==> src/rtl/bin_seg_display.sv <==
// rtl/bin_seg_display.sv - Time-multiplexed seven-segment driver with sequential binary-to-BCD conversion
module bin_seg_display #(
  parameter int DIGITS   = 4,
  parameter int WIDTH    = 14,
  parameter int SCAN_DIV = 50000,
  parameter int BLANK_LZ = 1
) (
  input  logic              CLK,
  input  logic              RST,
  input  logic              LOAD,
  input  logic [WIDTH-1:0]  VALUE,
  output logic              BUSY,
  output logic              OVF,
  output logic [6:0]        SEG,
  output logic [DIGITS-1:0] AN
);

  localparam int BW = 4 * DIGITS;
  localparam int IW = (DIGITS > 1) ? $clog2(DIGITS) : 1;
  localparam int PW = $clog2(SCAN_DIV);
  localparam int SW = $clog2(WIDTH + 1);

  function automatic logic [63:0] pow10(input int n);
    logic [63:0] r;
    r = 64'd1;
    for (int k = 0; k < n; k++) r = r * 64'd10;
    return r;
  endfunction

  localparam logic [63:0] LIMIT = pow10(DIGITS);

  function automatic logic [6:0] enc(input logic [3:0] d);
    case (d)
      4'd0:    enc = 7'b1000000;
      4'd1:    enc = 7'b1111001;
      4'd2:    enc = 7'b0100100;
      4'd3:    enc = 7'b0110000;
      4'd4:    enc = 7'b0011001;
      4'd5:    enc = 7'b0010010;
      4'd6:    enc = 7'b0000010;
      4'd7:    enc = 7'b1111000;
      4'd8:    enc = 7'b0000000;
      4'd9:    enc = 7'b0010000;
      default: enc = 7'b1111111;
    endcase
  endfunction

  typedef enum logic [1:0] {IDLE, CONV, COMMIT} state_t;

  state_t             state;
  state_t             state_next;
  logic [WIDTH-1:0]   bin;
  logic [BW-1:0]      bcd;
  logic [BW-1:0]      bcd_adj;
  logic [SW-1:0]      step;
  logic               ovf_pend;
  logic [BW-1:0]      disp;
  logic [PW-1:0]      presc;
  logic [IW-1:0]      idx;
  logic [3:0]         cur;
  logic               upper_zero;
  logic               blank;
  logic [6:0]         seg_next;
  logic [DIGITS-1:0]  an_next;

  assign BUSY = (state != IDLE);

  // State register
  always_ff @(posedge CLK) begin
    if (RST) state <= IDLE;
    else     state <= state_next;
  end

  // Next-state: LOAD only honoured in IDLE, WIDTH conversion steps, then one commit cycle
  always_comb begin
    state_next = state;
    case (state)
      IDLE:    if (LOAD) state_next = CONV;
      CONV:    if (step == SW'(WIDTH - 1)) state_next = COMMIT;
      COMMIT:  state_next = IDLE;
      default: state_next = IDLE;
    endcase
  end

  // Add-3 correction of every BCD nibble that is 5 or more, ahead of the shift
  always_comb begin
    bcd_adj = bcd;
    for (int i = 0; i < DIGITS; i++) begin
      if (bcd[4*i +: 4] >= 4'd5) bcd_adj[4*i +: 4] = bcd[4*i +: 4] + 4'd3;
    end
  end

  // Conversion datapath; display registers only change on commit so partial results never show
  always_ff @(posedge CLK) begin
    if (RST) begin
      bin      <= '0;
      bcd      <= '0;
      step     <= '0;
      ovf_pend <= 1'b0;
      disp     <= '0;
      OVF      <= 1'b0;
    end else begin
      case (state)
        IDLE: begin
          if (LOAD) begin
            bin      <= VALUE;
            bcd      <= '0;
            step     <= '0;
            ovf_pend <= (64'(VALUE) >= LIMIT);
          end
        end
        CONV: begin
          {bcd, bin} <= {bcd_adj, bin} << 1;
          step       <= step + SW'(1);
        end
        COMMIT: begin
          disp <= bcd;
          OVF  <= ovf_pend;
        end
        default: ;
      endcase
    end
  end

  // Pick the scanned digit and decide dash / blank / numeral for it
  always_comb begin
    cur        = 4'd0;
    upper_zero = 1'b1;
    blank      = 1'b0;
    for (int i = 0; i < DIGITS; i++) begin
      if (IW'(i) == idx) cur = disp[4*i +: 4];
    end
    for (int i = DIGITS - 1; i >= 1; i--) begin
      if (disp[4*i +: 4] != 4'd0) upper_zero = 1'b0;
      if (IW'(i) == idx && upper_zero) blank = 1'b1;
    end
    if (OVF)                          seg_next = 7'b0111111;
    else if (blank && BLANK_LZ != 0)  seg_next = 7'b1111111;
    else                              seg_next = enc(cur);
    an_next = ~(DIGITS'(1) << idx);
  end

  // Scan prescaler, digit index and registered pin drive
  always_ff @(posedge CLK) begin
    if (RST) begin
      presc <= '0;
      idx   <= '0;
      SEG   <= 7'h7F;
      AN    <= '1;
    end else begin
      if (presc == PW'(SCAN_DIV - 1)) begin
        presc <= '0;
        idx   <= (idx == IW'(DIGITS - 1)) ? '0 : idx + IW'(1);
      end else begin
        presc <= presc + PW'(1);
      end
      SEG <= seg_next;
      AN  <= an_next;
    end
  end

endmodule

==> config.mk <==
export PLATFORM = sky130hd
export DESIGN_NAME = bin_seg_display
export DESIGN_NICKNAME = d
export VERILOG_FILES = /design/src/rtl/bin_seg_display.sv
export SDC_FILE = /design/constraint.sdc
export NUM_CORES = 1
export LEC_CHECK = 0
export ABC_AREA = 1
export BUFFER_PORTS_ARGS = -buffer_cell sky130_fd_sc_hd__buf_2
export CAP_MARGIN = 20
export CORE_ASPECT_RATIO = 0.8
export CORE_MARGIN = 2
export CORE_UTILIZATION = 45
export CTS_CLUSTER_DIAMETER = 120
export DETAILED_ROUTE_END_ITERATION = 10
export GPL_TIMING_DRIVEN = 0
export PLACE_DENSITY = 0.61
export SLEW_MARGIN = 20
export SYNTH_ARGS = -nofsm -noshare
export SYNTH_HDL_FRONTEND = slang
export SYNTH_SLANG_ARGS = --single-unit
==> constraint.sdc <==
create_clock -name CLK -period 3.15 [get_ports CLK]
set_clock_uncertainty 0.15 [all_clocks]
set_input_delay 0.63 -clock CLK [delete_from_list [all_inputs] [get_ports CLK]]
set_output_delay 0.63 -clock CLK [all_outputs]
set_load 0.02 [all_outputs]
==> impl_metrics.ini <==
[pwr]
p_leak_uw = 0.001739
combPwrFrac_pct = 6.8
internal_power_uw = 1611
powerDensity_nw_per_um2 = 476.6
switching_share_pct = 23.07
power.switching_uw = 483.1
pwr-share-seq_pct = 52.1
power_frac_clock_pct = 41.1
ir_drop_mv = 0.3154

[critical_path]
cp.required_ns = 3.24
critical_path.slowest_cell = dfxtp_1
reg2reg_to = SEG[3]
path_cells = inv_1, ha_1, buf_2, o21bai_1, a21boi_1, inv_1, ha_1, nor2_1, inv_1, nand2_1, nand3_1
worstPathArrival_ns = 2.42
reg2reg_slack_ns = 0.82
worst-path-buf-inv = 4
critPathMaxFanout = 10
crit_path_start_kind = flip-flop
reg2regPathDepth = 11
timing.critical_path.to_type = flip-flop
timing.critical_path.mode_cell = inv_1
path_delay_family = adder cells
slowest_delay_ns = 0.38
path_class = flip-flop to flip-flop
rr_startpoint = idx[0]

[synth]
yosys.area.top_type = dfxtp_1
ys_seq_area_share_pct = 42.76
yosysTopAreaCellShare_pct = 42.76
syn_avg_cell_area_sq_um = 7.517
syn_area_sq_um = 3886
ys_seq_elements = 83
synth_area_leaders = dfxtp_1, a21oi_1, nand2_1, inv_1, ha_1
syn_nets = 554
ys.warnings.count = 0
synth.distinct_cells = 36
syn_inst = 517

[cells_and_area]
syn_to_final_growth_pct = 13.04
final_common_cell = nand2_1
final_area_sq_um = 4393
mostFrequentLayoutCells = nand2_1, dfxtp_1, a21oi_1
nets = 593
drive_above_1_share_pct = 12.83
diodes = 0

[timing]
finalHoldViolCount = 0
slew_violations = 0
period_minus_slack_ns = 2.330
holdWs_ns = 0.2991
post-route-period-util_pct = 73.97
max_freq_mhz = 429.2
setup_viol = 0
worst_pin_slew_ns = 0.6169
setup_tns_ns = 0
maxSlewHeadroom_pct = 58.56
rsz0062_at_grt = no

[worst_hold_path]
min_from = bin[9]
hold_path.class = flip-flop to flip-flop
holdPathStages = 2
hold_end = bin[9]

[global_routing]
grt.overflow.total = 0
grt_max_degree = 14
grt_util_all_layers_pct = 19.77
grt_pass1_wl_microns = 14760
antenna_found_initial = 0
grt_pass1_vias = 3240

[placed_design]
dpl_cell_area_sq_um = 4167
portBuffers = 28
gp_congestion = 0.8517
detailed_place_hpwl_microns = 6350

[drt]
wl_per_cell_microns = 12.60
vias = 3485
ant_nets = 0
wirelength_microns = 8483
drt_pass1_iterations = 5
drt_iter0_markers = 182
drt_drc_violations_left = 0
routed_via_density = 5.178

[clock_tree]
cts_buffer_depth = 2
cts_buffers = 9
cts_resized = 0
root_buffer = clkbuf_8
cts_setup_buffers = 0
cts.sinks = 83
path_clk_slew_ns = 0.08
clk_latency_ns = 0.36
htreeDepth = 3
cts_tree = built
holdBufCountCts = 0

[floorplanning]
design.core.area_sq_um = 8446
dieArea_sq_um = 9400
die_w_microns = 107.9
fp.dieH_microns = 87.12
ios = 30
std_cell_rows = 30
initial_core_util_pct = 46.01

[run]
drv_cap = 0

[outcome]
status = finished clean
power groups by stage:
stage	sequential (uW)	combinational, uW	clock (uW)
after floorplan	1120	89.3	0
after global placement	1110	141	0
after global routing	1090	162	931
after CTS	1090	144	892
after detailed placement	1120	143	0
final	1090	143	860
cell usage after synthesis (all sizes together):
library cell,number
a21boi,1
a21oi,72
a22oi,6
a311oi,1
a31oi,5
buf,13
clkbuf,7
dfxtp,83
ha,20
inv,71
nand2,88
nand3,34
nand4,6
nor2,37
nor3,8
nor4,4
o21ai,43
o21bai,1
o221ai,7
o32ai,1
or2,4
xor2,5
worst min-delay path, cell delays in order, from the launching register on:
cell and delay [ns]:
dfxtp_1 0.31, inv_1 0.05, a21oi_1 0.05
worst max-delay path by stage:
stage	end	slack, ns	from	depth (start not counted)
4_1_cts	SEG[3]	0.82	idx[0]	11
5_1_grt	SEG[3]	0.59	idx[1]	12
3_5_place_dp	SEG[3]	0.84	idx[0]	11
3_3_place_gp	SEG[3]	0.86	idx[0]	11
6_report	SEG[3]	0.82	idx[0]	11
2_1_floorplan	SEG[0]	1.07	idx[0]	11
cell families after synthesis:
logic type,after synthesis,synth area share (%)
AO/OA/AOI/OAI,137,19.77
XOR/XNOR,5,1.127
adder cells (fa/ha/maj),20,6.439
buffers and inverters,91,9.433
flip-flops,83,42.76
AND/OR/NAND/NOR,181,20.48
layout make-up:
type | instances | area (sq um)
clock buffer | 11 | 151.4
sequential | 83 | 1662
fill | 842 | 4053
multi-input combinational | 343 | 1858
tap | 112 | 140.1
timing repair buffer | 28 | 140.1
inverter | 71 | 266.5
buffer | 20 | 100.1
clock inverter | 5 | 75.07
metal layers:
layer	wire length (microns)	part of all wire (%)	vias up	global-route usage, %
li1	-	-	1795	-
met1	4478	53	1637	26.69
met2	3660	43	49	31.05
met3	301	3.5	4	6.657
met4	42	0.50	0	3.963
met5	0	0	-	0
through the flow:
stage / util, % / power (uW) / setup slack (ns) / instances
final: 52.01 / 2094 / 0.8199 / 673
after global routing: 52.01 / 2187 / 0.5916 / 673
after CTS: 52.01 / 2126 / 0.8153 / 673
after floorplan: - / 1208 / 1.071 / 517
after detailed placement: 49.33 / 1259 / 0.8390 / 657
after global placement: 49.33 / 1256 / 0.8596 / 657
state kept, by name (all words and copies together), names as in the netlist, 2 cells and up:
| name | flops |
|---|---|
| bin | 14 |
| step | 4 |
| AN | 4 |
| bcd | 16 |
| state | 2 |
| SEG | 7 |
| disp | 16 |
| presc | 16 |
| idx | 2 |
(Power assumes the default switching activity.)
